--- src/rtl/path_trail_anim.sv ---
// rtl/path_trail_anim.sv - square path animation (down, right, hold, return) rendered into an OLED pixel stream
// Optional trail rendering: define PATH_TRAIL_ANIM_TRAIL_EN.
module path_trail_anim #(
  parameter int SQ_SIZE  = 5,
  parameter int START_X  = 45,
  parameter int START_Y  = 2,
  parameter int LEG1_LEN = 30,
  parameter int LEG2_LEN = 15,
  parameter int FWD_DIV  = 5000000,
  parameter int RET_DIV  = 10000000,
  parameter int HOLD_CYC = 50000000
) (
  input  logic        bassys_clock,
  input  logic        reset,
  input  logic        btnD,
  input  logic        enable,
  input  logic [12:0] index,
  output logic [15:0] oled_data,
  output logic        busy,
  output logic        done
);

  typedef enum logic [2:0] {IDLE, DOWN, RIGHT, HOLD_RED, HOLD_GREEN, RETURN, DONE_HOLD} state_t;

  localparam logic [6:0]  SX7       = 7'(START_X);
  localparam logic [6:0]  SY7       = 7'(START_Y);
  localparam logic [6:0]  L1        = 7'(LEG1_LEN);
  localparam logic [6:0]  PTOT      = 7'(LEG1_LEN + LEG2_LEN);
  localparam logic [7:0]  SQ8       = 8'(SQ_SIZE);
  localparam logic [31:0] FWD_LAST  = 32'(FWD_DIV - 1);
  localparam logic [31:0] RET_LAST  = 32'(RET_DIV - 1);
  localparam logic [31:0] HOLD_LAST = 32'(HOLD_CYC - 1);
  localparam logic [15:0] RED       = 16'hF800;
  localparam logic [15:0] GREEN     = 16'h07E0;

  state_t      state_q;
  logic [6:0]  sq_x_q, sq_y_q, p_q;
  logic [31:0] cnt_q;
  logic        btn_q, busy_q, done_q;
  logic [15:0] oled_q, oled_d;
  logic [7:0]  px, py;
  logic        in_sq, green_phase;

`ifdef PATH_TRAIL_ANIM_TRAIL_EN
  localparam logic [7:0] SX8  = 8'(START_X);
  localparam logic [7:0] SY8  = 8'(START_Y);
  localparam logic [7:0] L1_8 = 8'(LEG1_LEN);

  logic [6:0] pmax_q;
  logic       replay_q;

  // Union of square footprints for progress values a..b along the L-shaped path
  function automatic logic in_path(input logic [7:0] x, input logic [7:0] y,
                                   input logic [6:0] a, input logic [6:0] b);
    logic [7:0] a8, b8, lo, hi;
    logic       hit;
    a8  = {1'b0, a};
    b8  = {1'b0, b};
    lo  = 8'd0;
    hi  = 8'd0;
    hit = 1'b0;
    if (a8 <= L1_8) begin
      hi = (b8 < L1_8) ? b8 : L1_8;
      if (x >= SX8 && x <= SX8 + SQ8 - 8'd1 && y >= SY8 + a8 && y <= SY8 + hi + SQ8 - 8'd1)
        hit = 1'b1;
    end
    if (b8 >= L1_8) begin
      lo = (a8 > L1_8) ? a8 : L1_8;
      if (x >= SX8 + lo - L1_8 && x <= SX8 + b8 - L1_8 + SQ8 - 8'd1 &&
          y >= SY8 + L1_8 && y <= SY8 + L1_8 + SQ8 - 8'd1)
        hit = 1'b1;
    end
    return hit;
  endfunction
`endif

  // Sequencer: button edge detect, step/hold counter, square position and progress
  always_ff @(posedge bassys_clock) begin
    if (reset) begin
      state_q  <= IDLE;
      sq_x_q   <= SX7;
      sq_y_q   <= SY7;
      p_q      <= 7'd0;
      cnt_q    <= 32'd0;
      btn_q    <= 1'b1;
      busy_q   <= 1'b0;
      done_q   <= 1'b0;
`ifdef PATH_TRAIL_ANIM_TRAIL_EN
      pmax_q   <= 7'd0;
      replay_q <= 1'b0;
`endif
    end else begin
      btn_q  <= btnD;
      done_q <= 1'b0;
      if (!enable) begin
        state_q <= IDLE;
        sq_x_q  <= SX7;
        sq_y_q  <= SY7;
        p_q     <= 7'd0;
        cnt_q   <= 32'd0;
        busy_q  <= 1'b0;
`ifdef PATH_TRAIL_ANIM_TRAIL_EN
        pmax_q  <= 7'd0;
`endif
      end else begin
        case (state_q)
          IDLE: begin
            if (btn_q && !btnD) begin
              state_q <= DOWN;
              cnt_q   <= 32'd0;
              busy_q  <= 1'b1;
`ifdef PATH_TRAIL_ANIM_TRAIL_EN
              pmax_q  <= 7'd0;
`endif
            end
          end
          DOWN: begin
            if (cnt_q == FWD_LAST) begin
              cnt_q  <= 32'd0;
              sq_y_q <= sq_y_q + 7'd1;
              p_q    <= p_q + 7'd1;
`ifdef PATH_TRAIL_ANIM_TRAIL_EN
              pmax_q <= p_q + 7'd1;
`endif
              if (p_q + 7'd1 == L1) state_q <= RIGHT;
            end else begin
              cnt_q <= cnt_q + 32'd1;
            end
          end
          RIGHT: begin
            if (cnt_q == FWD_LAST) begin
              cnt_q  <= 32'd0;
              sq_x_q <= sq_x_q + 7'd1;
              p_q    <= p_q + 7'd1;
`ifdef PATH_TRAIL_ANIM_TRAIL_EN
              pmax_q <= p_q + 7'd1;
`endif
              if (p_q + 7'd1 == PTOT) state_q <= HOLD_RED;
            end else begin
              cnt_q <= cnt_q + 32'd1;
            end
          end
          HOLD_RED, HOLD_GREEN: begin
            if (cnt_q == HOLD_LAST) begin
              cnt_q   <= 32'd0;
              state_q <= (state_q == HOLD_RED) ? HOLD_GREEN : RETURN;
            end else begin
              cnt_q <= cnt_q + 32'd1;
            end
          end
          RETURN: begin
            if (cnt_q == RET_LAST) begin
              cnt_q <= 32'd0;
              p_q   <= p_q - 7'd1;
              if (sq_x_q > SX7) sq_x_q <= sq_x_q - 7'd1;
              else              sq_y_q <= sq_y_q - 7'd1;
              if (p_q == 7'd1) state_q <= DONE_HOLD;
            end else begin
              cnt_q <= cnt_q + 32'd1;
            end
          end
          DONE_HOLD: begin
            if (cnt_q == HOLD_LAST) begin
              cnt_q    <= 32'd0;
              state_q  <= IDLE;
              busy_q   <= 1'b0;
              done_q   <= 1'b1;
`ifdef PATH_TRAIL_ANIM_TRAIL_EN
              replay_q <= 1'b1;
`endif
            end else begin
              cnt_q <= cnt_q + 32'd1;
            end
          end
          default: begin
            state_q <= IDLE;
            busy_q  <= 1'b0;
          end
        endcase
      end
    end
  end

  assign px          = 8'(index % 13'd96);
  assign py          = 8'(index / 13'd96);
  assign in_sq       = (px >= {1'b0, sq_x_q}) && (px <= {1'b0, sq_x_q} + SQ8 - 8'd1) &&
                       (py >= {1'b0, sq_y_q}) && (py <= {1'b0, sq_y_q} + SQ8 - 8'd1);
  assign green_phase = (state_q == HOLD_GREEN) || (state_q == RETURN) || (state_q == DONE_HOLD);

  // Pixel colour for the index presented this cycle
  always_comb begin
    oled_d = 16'h0000;
    if (index < 13'd6144) begin
      if (in_sq) begin
        oled_d = green_phase ? GREEN : RED;
      end
`ifdef PATH_TRAIL_ANIM_TRAIL_EN
      else if (state_q == IDLE && replay_q) begin
        if (in_path(px, py, 7'd0, PTOT)) oled_d = GREEN;
      end else if (in_path(px, py, p_q, pmax_q)) begin
        oled_d = GREEN;
      end else if (in_path(px, py, 7'd0, pmax_q)) begin
        oled_d = RED;
      end
`endif
    end
  end

  // Registered pixel output, one cycle behind index
  always_ff @(posedge bassys_clock) begin
    if (reset) oled_q <= 16'h0000;
    else       oled_q <= oled_d;
  end

  assign oled_data = oled_q;
  assign busy      = busy_q;
  assign done      = done_q;

endmodule
--- config.mk ---
export PLATFORM = sky130hd
export DESIGN_NAME = path_trail_anim
export DESIGN_NICKNAME = d
export VERILOG_FILES = /design/src/rtl/path_trail_anim.sv
export SDC_FILE = /design/constraint.sdc
export NUM_CORES = 1
export LEC_CHECK = 0
export ABC_CLOCK_PERIOD_IN_PS = 5700
export CORE_UTILIZATION = 40
export DETAILED_ROUTE_END_ITERATION = 8
export PLACE_DENSITY = 0.54
export SLEW_MARGIN = 10
export SYNTH_ARGS = -nofsm -noshare
export SYNTH_HDL_FRONTEND = slang
export SYNTH_SLANG_ARGS = --single-unit
--- constraint.sdc ---
create_clock -name bassys_clock -period 5.7 [get_ports bassys_clock]
set_input_delay 1.425 -clock bassys_clock [delete_from_list [all_inputs] [get_ports bassys_clock]]
set_output_delay 1.425 -clock bassys_clock [all_outputs]
set_load 0.005 [all_outputs]
==> flow_metrics.tcl, run 1 <==
set metrics [dict create \
    drtIter0Drc 260 \
    grt_max_degree 32 \
    fin_crit_sh 0.869 \
    clk_pin_slew_ns 0.05 \
    dp_hpwl_microns 9360 \
    hold_viol_final 0 \
    start_util 0.416 \
    nNetsFinal 744 \
    min_path_cells 2 \
    cp_max_fo 16 \
    p_total_mw 1.12 \
    grt_usage 0.188 \
    clk_path_buf_depth 2 \
    reg2reg_depth 11 \
    stdcell_area_sq_mm 0.00583 \
    firstDrtPassIters 4 \
    worst_pin_slew_ns 1.00 \
    skew_ns 0.00418 \
    syn_inst 685 \
    synth_cell_types 80 \
    rows 41 \
    cts_root_buffer "clkbuf_16" \
    peakVddDrop_uv 106 \
    synth_ff_type "dfxtp_1" \
    power.density_mw_per_mm2 191 \
    cts_sinks 61 \
    antenna_found_initial 0 \
    r2r_start "state_q[0]" \
    viasPerCell 5.56 \
    port_buffers 29 \
    cts_tree "built" \
    coreArea_sq_mm 0.0128 \
    fillers 1294 \
    cp-end-kind "flop" \
    routed_wl_microns 12800 \
    yosysWarningCount 0 \
    post_cts_resized 0 \
    syn-cell-area_sq_mm 0.00534 \
    p_leak_nw 2.19 \
    routedWlPerCell_microns 14.9 \
    holdBufCountCts 0 \
    rsz0062_at_grt "false" \
    fin_crit_ns 4.95 \
    drc 0 \
    drive_gt1_frac 0.0728 \
    ioPinCount 35 \
    grt.overflow.total 0 \
    cts_setup_buffers 0 \
    gp_congestion 0.820 \
    seq_area_frac_synth 0.229 \
    layout_common_cells "nand2_1, dfxtp_1, a21oi_1" \
    antenna_left 0 \
    fmax_ghz 0.202 \
    diodes 0 \
    syn_to_final_growth_pct 9.17 \
    slew_viol_final 0 \
    grt_first_pass_wirelength_microns 21600 \
    cp-startpoint "index[9]" \
    clock_latency_ns 0.33 \
    synth_area_per_cell_sq_um 7.79 \
    maxCapViolCount 0 \
    crit_required_ns 5.91 \
    num_vias 4772 \
    final_common_cell "nand2_1" \
    hold_path_class "reg -> reg" \
    die_y_microns 118 \
    critPathArrivalTime_ns 5.17 \
    hold_start "cnt_q[1]" \
    synth_async_sr_flop_share 0 \
    relSlewSlack 0.328 \
    ys_ff_latch 61 \
    dieArea_sq_mm 0.0138 \
    cts_made_buffers 9 \
    first_global_vias 4540 \
    die_x_microns 118 \
    setup_violations 0 \
    start_kind "input pin" \
    placed_cell_area_sq_mm 0.00555 \
    crit_type "in -> reg" \
    status "finished, final reports clean" \
    htreeDepth 3 \
    fin_tns_setup_ns 0 \
    synth_edf_count 0 \
]
-- sequential cells by signal (all words and copies together), names as in the netlist --
signal,flops
btn_q,1
done,1
p_q,7
cnt_q,32
sq_x_q,7
busy,1
state_q,3
sq_y_q,7
oled_data,2
-- path summary, 6_finish.rpt --
path	end	slack [ns]
worst max-delay path	oled_data[10]	0.75
worst min-delay path	cnt_q[1]	0.48
worst max register to register	sq_x_q[6]	2.28
worst min register to register	cnt_q[1]	0.48
-- cells by family after synthesis --
logic type | share of synthesized area
other | 0.000703
xor gates and xnor gates | 0.0542
DFF | 0.229
AOI/OAI and AO/OA | 0.208
muxes | 0.0256
and+or+nand+nor | 0.280
buffers and inverters | 0.0933
adders and majority gates | 0.110
-- synth_stat cells, types with 4 or more instances --
cell / count / area, sq um
a21o_1: 12 / 90.1
buf_6: 8 / 90.1
nor2b_1: 7 / 43.8
nand2b_1: 15 / 93.8
ha_1: 42 / 526
inv_1: 35 / 131
a21oi_1: 52 / 260
nand4_1: 10 / 62.6
a31oi_1: 24 / 150
and3_1: 9 / 56.3
nor3_1: 23 / 115
or3_1: 11 / 68.8
nor4_1: 4 / 25.0
nand2_1: 62 / 233
o21ai_0: 30 / 150
o21a_1: 5 / 37.5
nand4b_1: 4 / 35.0
xnor2_1: 23 / 201
xor2_1: 10 / 87.6
clkbuf_1: 13 / 48.8
buf_4: 17 / 128
nand3_1: 37 / 185
mux2i_1: 8 / 80.1
o22ai_1: 6 / 37.5
o211ai_1: 10 / 75.1
a211oi_1: 4 / 30.0
nor2_1: 45 / 169
buf_2: 13 / 65.1
dfxtp_1: 61 / 1220
-- worst max-delay path, stage by stage --
cell	delay [ns]
clkdlybuf4s50_1	0.79
inv_1	0.13
maj3_1	0.34
a21boi_0	0.20
o221ai_1	0.18
buf_4	0.20
inv_1	0.06
o21ai_0	0.08
mux4_2	0.48
ha_1	0.30
nand2b_1	0.14
a21o_1	0.17
a21oi_1	0.13
o21ai_0	0.10
a31o_2	0.26
nand4_1	0.09
nor3_1	0.07
-- layout make-up --
type	instances	area [sq um]	area share
clock buffer	14	274	0.0470
clock inverter	1	5.00	0.000859
inverter	37	139	0.0238
multi-input combinational	539	3640	0.624
sequential	61	1220	0.210
tap	172	215	0.0369
timing repair buffer	35	335	0.0576
-- report_power, final --
part	internal [mW]	leakage [nW]	total (mW)	switching, mW
combinational	0.0723	1.55	0.163	0.0911
clock	0.327	0.139	0.514	0.187
sequential	0.431	0.492	0.438	0.00748
-- through the flow --
stage,util,setup slack (ns),instances,hold slack [ns]
floorplan,-,1.51,690,0.442
global placement,0.432,0.578,844,0.452
detailed placement,0.432,0.456,844,0.465
CTS,0.454,0.761,859,0.474
global route,0.454,0.513,859,0.514
finish,0.454,0.748,859,0.478
-- layer usage --
| layer | vias up | wire length, microns | GRT usage | part of all wire |
|---|---|---|---|---|
| li1 | 2456 | - | - | - |
| met1 | 2212 | 6090 | 0.234 | 0.48 |
| met2 | 84 | 6100 | 0.324 | 0.48 |
| met3 | 20 | 374 | 0.0276 | 0.029 |
| met4 | 0 | 252 | 0.0793 | 0.020 |
| met5 | - | 0 | 0 | 0 |
No activity file was read; power rests on OpenSTA's default activity.
==> run 2: changes to the inputs <==
Settings changed: SLEW_MARGIN 10 to 0.
==> results of run 2 <==
Final layout, timing and power as in run 1 (identical DEF).
==> run 3: changes to the inputs <==
Settings changed: CORE_UTILIZATION 40 to 30, PLACE_DENSITY 0.54 to 0.42.
==> flow_metrics.tcl, run 3 (synthesis results as in run 1) <==
set metrics [dict create \
    status "finished, final reports clean" \
    min_path_cells 2 \
    crit_required_ns 5.93 \
    start_util 0.307 \
    rows 48 \
    ff2ff_setup_slack_ns 2.22 \
    drive_gt1_frac 0.0701 \
    num_vias 4781 \
    post_cts_resized 0 \
    diodes 0 \
    first_global_vias 4606 \
    clk_pin_slew_ns 0.05 \
    cp_max_fo 16 \
    final_common_cell "nand2_1" \
    port_buffers 29 \
    cts_tree "built" \
    routedWlPerCell_microns 14.5 \
    holdBufCountCts 0 \
    dieArea_sq_mm 0.0183 \
    cts_made_buffers 9 \
    cp-end-kind "flop" \
    grt.overflow.total 0 \
    fmax_ghz 0.205 \
    layout_common_cells "nand2_1, dfxtp_1, a21oi_1" \
    cts_setup_buffers 0 \
    routed_wl_microns 13200 \
    rsz0062_at_grt "false" \
    stdcell_area_sq_mm 0.00588 \
    gp_congestion 0.769 \
    cts_root_buffer "clkbuf_16" \
    syn_to_final_growth_pct 10.1 \
    firstDrtPassIters 4 \
    critPathArrivalTime_ns 5.11 \
    dp_hpwl_microns 9720 \
    antenna_left 0 \
    antenna_found_initial 0 \
    cp_common_cell "o21ai_0" \
    htreeDepth 3 \
    p_leak_nw 2.18 \
    fin_crit_sh 0.857 \
    viasPerCell 5.25 \
    power.density_mw_per_mm2 190 \
    peakVddDrop_uv 114 \
    crit_slowest_cell "clkdlybuf4s50_1" \
    hold_path_class "reg -> reg" \
    largest_register_ffs 32 \
    reg2reg_depth 10 \
    nNetsFinal 742 \
    maxCapViolCount 0 \
    die_y_microns 135 \
    drc 0 \
    clock_latency_ns 0.34 \
    grt_usage 0.154 \
    crit_family "compound AO/OA/AOI/OAI gates" \
    fin_crit_ns 4.89 \
    ioPinCount 35 \
    drtIter0Drc 181 \
    slew_viol_final 0 \
    cts_sinks 61 \
    fin_tns_setup_ns 0 \
    slowest_delay_ns 0.80 \
    path_depth 16 \
    relSlewSlack 0.338 \
    grt_max_degree 32 \
    die_x_microns 135 \
    start_kind "input pin" \
    placed_cell_area_sq_mm 0.00560 \
    setup_violations 0 \
    worst_pin_slew_ns 0.988 \
    crit_chain "clkdlybuf4s50_1 -> or3b_1 -> a221oi_1 -> a211oi_1 -> o221ai_1 -> buf_4 -> o21ai_0 -> mux4_2 -> ha_1 -> nand2b_1 -> a21o_1 -> a21oi_1 -> o21ai_0 -> a31o_2 -> nand4_1 -> nor3_1" \
    grt_first_pass_wirelength_microns 22500 \
    skew_ns 0.00572 \
    crit_type "in -> reg" \
    clk_path_buf_depth 2 \
    hold_viol_final 0 \
    coreArea_sq_mm 0.0174 \
    regMostFlops "cnt_q" \
    worst-path-buf-inv 2 \
]
## run 3: cell count changes in the layout (fill, tap and decap cells not counted), sizes merged
cell / before / now
buf: 6 / 4
## run 3: area by class of cell
cell class,instances,area (sq um)
Timing Repair Buffer,33,320
Multi-Input combinational cell,539,3640
Tap cell,225,282
Inverter,37,139
Fill cell,1835,11500
Clock inverter,1,5.00
Clock buffer,14,274
Sequential cell,61,1220
## run 3: report_power, final
part           total [mW]  switching [mW]  internal (mW)
Sequential          0.438         0.00708          0.431
Combinational       0.159          0.0888         0.0701
Clock               0.521           0.194          0.327
## run 3: through the flow
step                instances  total power [mW]  hold slack [ns]  setup WS (ns)   util
floorplan                 690             0.568            0.442           1.51      -
global route              910              1.18            0.512          0.315  0.339
detailed placement        895             0.607            0.475          0.427  0.323
global placement          895             0.607            0.463          0.529  0.323
CTS                       910              1.14            0.483          0.792  0.339
finish                    910              1.12            0.486          0.815  0.339
## run 3: per-layer routing
layer | track usage | share of wire | wire length [microns]
met1 | 0.187 | 0.47 | 6220
met2 | 0.262 | 0.47 | 6250
met3 | 0.0359 | 0.034 | 441
met4 | 0.0618 | 0.019 | 244
met5 | 0 | 0 | 0
## run 3: path summary, 6_finish.rpt
path | startpoint | to
worst max-delay path | index[10] | oled_data[10]
worst min-delay path | cnt_q[1] | cnt_q[1]
worst max register to register | state_q[2] | sq_x_q[6]
worst min register to register | cnt_q[1] | cnt_q[1]
## run 3: tightest hold or removal path, stage by stage (launching register included)
cell and delay (ns):
dfxtp_1 0.32, nand2_1 0.07, a21oi_1 0.05
